==> src/rtl/dm_loader.sv <==
// dm_loader: streams bytes into data memory, pulses the processor start, then streams results back out
// Ports:
//   clk_i, rst_ni                              clock, asynchronous active-low reset
//   start_i                                    begin one load/run/dump sequence (taken only when idle)
//   in_valid_i, in_data_i, in_ready_o          load byte stream
//   mem_adr_o, dat_in_o, write_en_o, read_en_o data-memory master port
//   dat_out_i                                  data-memory read data (combinational from mem_adr_o)
//   req_o, ack_i                               processor start/done handshake
//   out_valid_o, out_data_o, out_ready_i       result byte stream
//   done_o, timeout_err_o                      end-of-sequence pulse, sticky abort flag
module dm_loader #(
  parameter logic [7:0]  LOAD_BASE = 8'd0,
  parameter logic [8:0]  LOAD_LEN  = 9'd64,
  parameter logic [7:0]  RES_BASE  = 8'd128,
  parameter logic [8:0]  RES_LEN   = 9'd16,
  parameter logic [15:0] TIMEOUT   = 16'd4096
) (
  input  logic       clk_i,
  input  logic       rst_ni,
  input  logic       start_i,
  input  logic       in_valid_i,
  input  logic [7:0] in_data_i,
  output logic       in_ready_o,
  output logic [7:0] mem_adr_o,
  output logic [7:0] dat_in_o,
  output logic       write_en_o,
  output logic       read_en_o,
  input  logic [7:0] dat_out_i,
  output logic       req_o,
  input  logic       ack_i,
  output logic       out_valid_o,
  output logic [7:0] out_data_o,
  input  logic       out_ready_i,
  output logic       done_o,
  output logic       timeout_err_o
);
  typedef enum logic [2:0] {IDLE, LOAD, START, RUN, DUMP, DONE} state_e;
  state_e      state_q, state_d;
  logic [8:0]  cnt_q, cnt_d;
  logic [15:0] run_q, run_d;
  logic        tmo_q, tmo_d;
  always_ff @(posedge clk_i or negedge rst_ni) begin
    if (!rst_ni) begin
      state_q <= IDLE;
      cnt_q   <= '0;
      run_q   <= '0;
      tmo_q   <= 1'b0;
    end else begin
      state_q <= state_d;
      cnt_q   <= cnt_d;
      run_q   <= run_d;
      tmo_q   <= tmo_d;
    end
  end
  always_comb begin
    state_d     = state_q;
    cnt_d       = cnt_q;
    run_d       = run_q;
    tmo_d       = tmo_q;
    in_ready_o  = 1'b0;
    write_en_o  = 1'b0;
    read_en_o   = 1'b0;
    req_o       = 1'b0;
    out_valid_o = 1'b0;
    done_o      = 1'b0;
    mem_adr_o   = '0;
    dat_in_o    = '0;
    out_data_o  = '0;
    unique case (state_q)
      IDLE: if (start_i) begin
        state_d = (LOAD_LEN == 9'd0) ? START : LOAD;
        cnt_d   = '0;
        tmo_d   = 1'b0;
      end
      LOAD: begin
        in_ready_o = 1'b1;
        write_en_o = in_valid_i;
        mem_adr_o  = LOAD_BASE + cnt_q[7:0];
        dat_in_o   = in_data_i;
        if (in_valid_i) begin
          cnt_d   = cnt_q + 9'd1;
          state_d = (cnt_q == LOAD_LEN - 9'd1) ? START : LOAD;
        end
      end
      START: begin
        req_o   = 1'b1;
        run_d   = '0;
        cnt_d   = '0;
        state_d = RUN;
      end
      RUN: begin
        run_d = run_q + 16'd1;
        // ack on the final allowed cycle still counts as success
        if (ack_i)
          state_d = (RES_LEN == 9'd0) ? DONE : DUMP;
        else if (run_q == TIMEOUT - 16'd1) begin
          tmo_d   = 1'b1;
          state_d = DONE;
        end
      end
      DUMP: begin
        read_en_o   = 1'b1;
        out_valid_o = 1'b1;
        mem_adr_o   = RES_BASE + cnt_q[7:0];
        out_data_o  = dat_out_i;
        if (out_ready_i) begin
          cnt_d   = cnt_q + 9'd1;
          state_d = (cnt_q == RES_LEN - 9'd1) ? DONE : DUMP;
        end
      end
      DONE: begin
        done_o  = 1'b1;
        state_d = IDLE;
      end
      default: state_d = IDLE;
    endcase
  end
  assign timeout_err_o = tmo_q;
endmodule

==> config.mk <==
export PLATFORM = sky130hd
export DESIGN_NAME = dm_loader
export DESIGN_NICKNAME = d
export VERILOG_FILES = /design/src/rtl/dm_loader.sv
export SDC_FILE = /design/constraint.sdc
export NUM_CORES = 1
export LEC_CHECK = 0
export CORE_UTILIZATION = 40
export CTS_CLUSTER_SIZE = 25
export DETAILED_ROUTE_END_ITERATION = 8
export PLACE_DENSITY = 0.8
export SKIP_CTS_REPAIR_TIMING = 1
export SLEW_MARGIN = 15
export SYNTH_ARGS = -nofsm -noshare
export SYNTH_HDL_FRONTEND = slang
export SYNTH_SLANG_ARGS = --single-unit
==> constraint.sdc <==
create_clock -name clk_i -period 3.57 [get_ports clk_i]
set_input_delay 0.8925 -clock clk_i [delete_from_list [all_inputs] [get_ports clk_i]]
set_output_delay 0.8925 -clock clk_i [all_outputs]
set_load 0.02 [all_outputs]
Word level (Yosys, flattened, before mapping)
Cells that the tools add are included.
{ "classes": {"n_mux": 25, "n_reduce_logical": 7, "add_sub_neg": 3, "n_eq_ne": 14} }
{ "ops": {"columns": ["operator", "count"], "rows": [
  ["one-hot mux 9 bit (4 select lines)", 1],
  ["one-hot mux 16 bit (2 select lines)", 1],
  ["2-to-1 mux 9 bit", 3],
  ["adder 16 x 1 -> 16 bit (second input constant)", 1],
  ["equality test 16 x 12 -> 1 bit (second input constant)", 1],
  ["2-to-1 mux 8 bit", 2],
  ["one-hot mux 8 bit (2 select lines)", 1],
  ["2-to-1 mux 3 bit", 5],
  ["one-hot mux 3 bit (5 select lines)", 1],
  ["AND reduction 4 bit", 3],
  ["!= test 2 bit (second input constant)", 5],
  ["adder 9 x 1 -> 9 bit (second input constant)", 1],
  ["equality test 9 x 4 -> 1 bit (second input constant)", 1],
  ["equality test 9 x 6 -> 1 bit (second input constant)", 1],
  ["2-to-1 mux 1 bit", 9],
  ["adder 8 bit (first input constant)", 1],
  ["equality test 3 x 2 -> 1 bit (second input constant)", 2],
  ["equality test 3 bit (second input constant)", 2],
  ["nonzero test 2 bit", 2],
  ["nonzero test 4 bit", 1],
  ["equality test 3 x 1 -> 1 bit (second input constant)", 1],
  ["zero test 3 bit", 1],
  ["!= test 3 bit (second input constant)", 1],
  ["2-to-1 mux 2 bit", 1],
  ["one-hot mux 1 bit (2 select lines)", 1]
]} }
{ "word_totals": {"ff_bits": 29, "wordCells": 53, "input_bits": 22, "out_inout_bits": 31} }

Longest topological paths before layout
{ "logic_depth": {"ltp_word": 4, "depth_mapped": 7, "depth_no_buf": 5} }

Least setup slack after synthesis
OpenSTA, ideal clock, no wires.
{ "synth_path": {"kind": "reg2out", "from": "reg state_q[1]", "to": "out mem_adr_o[7]", "arrival_time_ns": 1.420, "setup_slack_ns": 1.257, "path_stages_with_launch": 4, "path_cell_list": "dfrtp_1 nor3b_1 clkbuf_1 mux2_2"} }
{ "synth_via": {"elab_chain_cells": 2} }
{ "synth_lines": {"columns": ["element", "line_no", "source"], "rows": [
  ["from (decl)", "38", "state_e state_q, state_d;"],
  ["from (signal assigned)", "49", "state_q <= state_d;"],
  ["equality test 3 bit / equality test 3 x 1 -> 1 bit (equally long branches)", "69", "unique case (state_q)"],
  ["one-hot mux 8 bit (2 select lines) *", "69", null],
  ["to (decl)", "24", "output logic [7:0] mem_adr_o,"]
]} }
Mark *: on every way between the ends. The rest lies on a longest branch, timed or not.

Final worst setup path
{ "layout_path": {"from": "reg state_q[1]", "to": "out mem_adr_o[2]"} }
The elaborated chain is that of the path after synthesis.

==> out/results.txt <==
The run finished with clean final reports. After detailed routing, the number of remaining DRC violations is 0. The clock drives 29 sinks.

The placed instances occupy a cell area of 2470 sq um. The tools report the largest net degree at the start of global routing as 30. The tools report the launch point of the worst reg-to-reg path as state_q[0]. Setup repair after global routing left no endpoint under its margin. The capture instance of the worst register-to-register path is cnt_q[8]. The clock slew at the register clock pins of the worst setup and hold paths came out at 60 ps. For the final-report hold violation count, the log shows 0. The tools report the number of antenna violations at the first check in global routing as 0. The top cell types in the final layout, fill and taps aside, are 52 x sky130_fd_sc_hd__clkdlybuf4s50_1, 29 x sky130_fd_sc_hd__dfrtp_1, 24 x sky130_fd_sc_hd__and2_1, 21 x sky130_fd_sc_hd__nand2_1. The summed instance area of the synthesized netlist was 1930 sq um. The via count of the first global-routing pass came out at 1698. In this run, synthesis inferred 0 flip-flops with an integrated enable. Port buffering added 52 buffers. Using the TritonRoute via totals, the vias-per-cell ratio works out to 5.69.

The tools report the type of element launching the critical path as a flop. The initialized floorplan defines 24 standard-cell rows. The count of nets left with antenna violations once routing finished came out at 0. In this run the tightest slew margin relative to its limit is 60.9%. The yosys synthesis warning count came out at 0.

53 I/O pins were placed. Counting every instance in the synthesized netlist gives 225. At the worst endpoint, the arrival time is 2310 ps. For this run, the leading register cell type out of synthesis is sky130_fd_sc_hd__dfrtp_1. The analysis attributes to cell leakage a power of 1.14 nW. The worst hold path depth is 1, and the average routed wire per standard cell is 14.2 um. In the synthesized netlist the async set-or-reset flop fraction comes to 100%. The most frequent standard cell in the layout excluding fill and tap cells is sky130_fd_sc_hd__clkdlybuf4s50_1.

The total iterations of the first detailed-routing run was 4. Final number of max-transition violations: 0. TritonCTS built the clock tree. The core region is 4500 sq um.

Sequential elements use 37.6% of the synthesized area. The number of antenna diodes in the final layout is 0. Across all layers, the routed design uses 1859 vias. For the worst flop-to-flop path, the logic depth is 4. CTS built an H-tree with a depth of 2. The clock latency reported for the late side of the worst-skew pair is 290 ps, and the data required time at the worst endpoint is 2680 ps. The fraction of layout instances using a drive strength above 1 was 5.45%.

Endpoint of the worst hold path: run_q[15]. Dividing the final minimum period by the clock period gives 89.6%. In this run the horizontal extent of the chip is 71.4 um.

For the flip-flop and latch area, the log shows 726 sq um. The number of storage elements in the synthesis netlist came out at 29. After routing the design area is 2550 sq um. The tool flagged a number of max-cap violations equal to 0.

In the global route stage, overall resource usage came out at 19.5%. The timing-limited maximum frequency is 0.313 GHz, and the floorplan die height is 71.4 um. Once layout is complete, the cells apart from fillers number 327.

The minimum period implied by the final worst setup slack was 3200 ps. The slew of the pin with the lowest slew margin was 581 ps. In the final layout, the multi-input gates occupy 1110 sq um. The number of inserted filler cells in the final layout is 421. Critical path class: reg2out. For this block, the initial DRC count from the detailed router was 162. The first global-routing pass estimated 7850 um of wire. At the end of routability-driven placement, the weighted congestion stood at 0.817. The area growth from synthesis to layout is 32.4%. For the overall routed net length, the log shows 4640 um. Counting the buffers created by CTS gives 5.

At the end of the flow, the number of nets in the layout was 298. The worst-case IR drop observed on VDD is 0.000237 V. In this run the power density over the cells is 425 nW/um^2. The number of instances in the placed design was 319. The floorplan step defined a die boundary enclosing 5100 sq um. Once the floorplan was initialized, standard cells occupied 42.8% of the core. The path class of the lowest-slack min-delay path was reg2reg. Setup slack on the worst reg-to-reg path comes out at 1750 ps. The wire-length estimate of the detail-placed layout is 3300 um. Between clock sinks in the finished design, the worst skew comes to 6.11 ps.

The tools report the setup TNS as 0 ps. Setup violations remaining at the end of the flow were counted as 0. The global route total overflow was 0.

Synthesis produced a netlist with a net count of 249. The buffer depth of the longest clock path was 2; the number of different library cells in the post-synthesis netlist was 48. Averaged over all synthesized cells, the footprint is 8.57 sq um. The maximum fanout along the worst path was 16. In this run the clock root is driven by a sky130_fd_sc_hd__clkbuf_8. The endpoint kind of the worst setup timing path was a primary output. The tools report the startpoint of the worst hold path as run_q[15].
[metal layers]
metal | up-vias | global-route usage, % | wire [um]
met5 | - | 0 | 0
met4 | 0 | 4.00 | 40
met3 | 5 | 6.05 | 360
met2 | 70 | 32.2 | 2180
met1 | 861 | 25.2 | 2060
li1 | 923 | - | -
[area by class of cell]
type	count	area share, %
multi-input cells	177	43.4
well taps	52	2.55
repair buffers	57	21.9
clock inverters	2	0.392
inverters	4	0.588
flip-flops and latches	29	28.4
clock buffers	6	2.84
[cells by family after synthesis]
| logic type | Yosys count | synth area share, % |
|---|---|---|
| AND/OR/NAND/NOR | 110 | 32.1 |
| AO/OA/AOI/OAI | 55 | 18.8 |
| flip-flops | 29 | 37.6 |
| buffers and inverters | 19 | 4.93 |
| multiplexers | 9 | 4.74 |
| adder cells (fa/ha/maj) | 2 | 1.30 |
| XOR/XNOR | 1 | 0.454 |
[worst max-delay path, stage by stage, from the launching register on]
cell and delay [ps]:
sky130_fd_sc_hd__dfrtp_1 540, sky130_fd_sc_hd__nor3b_1 240, sky130_fd_sc_hd__buf_4 200, sky130_fd_sc_hd__or2_1 270, sky130_fd_sc_hd__and2_1 170, sky130_fd_sc_hd__clkdlybuf4s50_1 600
[worst max path at each step]
stage / end / from
after floorplan: mem_adr_o[7] / state_q[1]
after global placement: write_en_o / in_valid_i
after detailed placement: write_en_o / in_valid_i
after CTS: mem_adr_o[2] / state_q[1]
after global routing: mem_adr_o[6] / state_q[1]
final: mem_adr_o[2] / state_q[1]
[power breakdown]
| part | internal (mW) | switching, mW |
|---|---|---|
| clock network | 0.135 | 0.131 |
| registers | 0.349 | 0.0329 |
| logic | 0.198 | 0.240 |
| total | 0.682 | 0.405 |
[synthesized netlist by cell type (2+ instances only)]
cell type | n | area (sq um)
sky130_fd_sc_hd__buf_4 | 3 | 22.5
sky130_fd_sc_hd__and2_1 | 24 | 150
sky130_fd_sc_hd__a22o_1 | 3 | 26.3
sky130_fd_sc_hd__nand2_1 | 21 | 78.8
sky130_fd_sc_hd__ha_1 | 2 | 25.0
sky130_fd_sc_hd__and4_1 | 4 | 35.0
sky130_fd_sc_hd__nor2_1 | 13 | 48.8
sky130_fd_sc_hd__a41oi_1 | 2 | 17.5
sky130_fd_sc_hd__nor3_1 | 5 | 25.0
sky130_fd_sc_hd__dfrtp_1 | 29 | 726
sky130_fd_sc_hd__nand3_1 | 16 | 80.1
sky130_fd_sc_hd__a21o_1 | 5 | 37.5
sky130_fd_sc_hd__a21oi_1 | 9 | 45.0
sky130_fd_sc_hd__o31ai_1 | 3 | 22.5
sky130_fd_sc_hd__inv_1 | 4 | 15.0
sky130_fd_sc_hd__or4_1 | 3 | 22.5
sky130_fd_sc_hd__nor3b_1 | 4 | 30.0
sky130_fd_sc_hd__nand2b_1 | 2 | 12.5
sky130_fd_sc_hd__o211ai_1 | 2 | 15.0
sky130_fd_sc_hd__mux2i_1 | 8 | 80.1
sky130_fd_sc_hd__o22ai_1 | 4 | 25.0
sky130_fd_sc_hd__buf_2 | 4 | 20.0
sky130_fd_sc_hd__clkbuf_1 | 7 | 26.3
sky130_fd_sc_hd__o21ai_0 | 16 | 80.1
sky130_fd_sc_hd__nand4_1 | 4 | 25.0
sky130_fd_sc_hd__and3_1 | 5 | 31.3
sky130_fd_sc_hd__nor4_1 | 2 | 12.5
[per-stage QoR]
| stage | total power, mW | worst slack (ps) | hold WS, ps | util (%) |
|---|---|---|---|---|
| floorplan | 0.656 | 1260 | 440 | - |
| global placement | 0.820 | 495 | 466 | 54.9 |
| detailed placement | 0.826 | 456 | 483 | 54.9 |
| CTS | 1.10 | 349 | 491 | 56.7 |
| global route | 1.15 | 244 | 511 | 56.7 |
| finish | 1.09 | 371 | 480 | 56.7 |
[flip-flops by register name, summed over array words and instances (netlist names)]
register,cells
timeout_err_o,1
cnt_q,9
run_q,16
state_q,3
(Power assumes the default switching activity.)
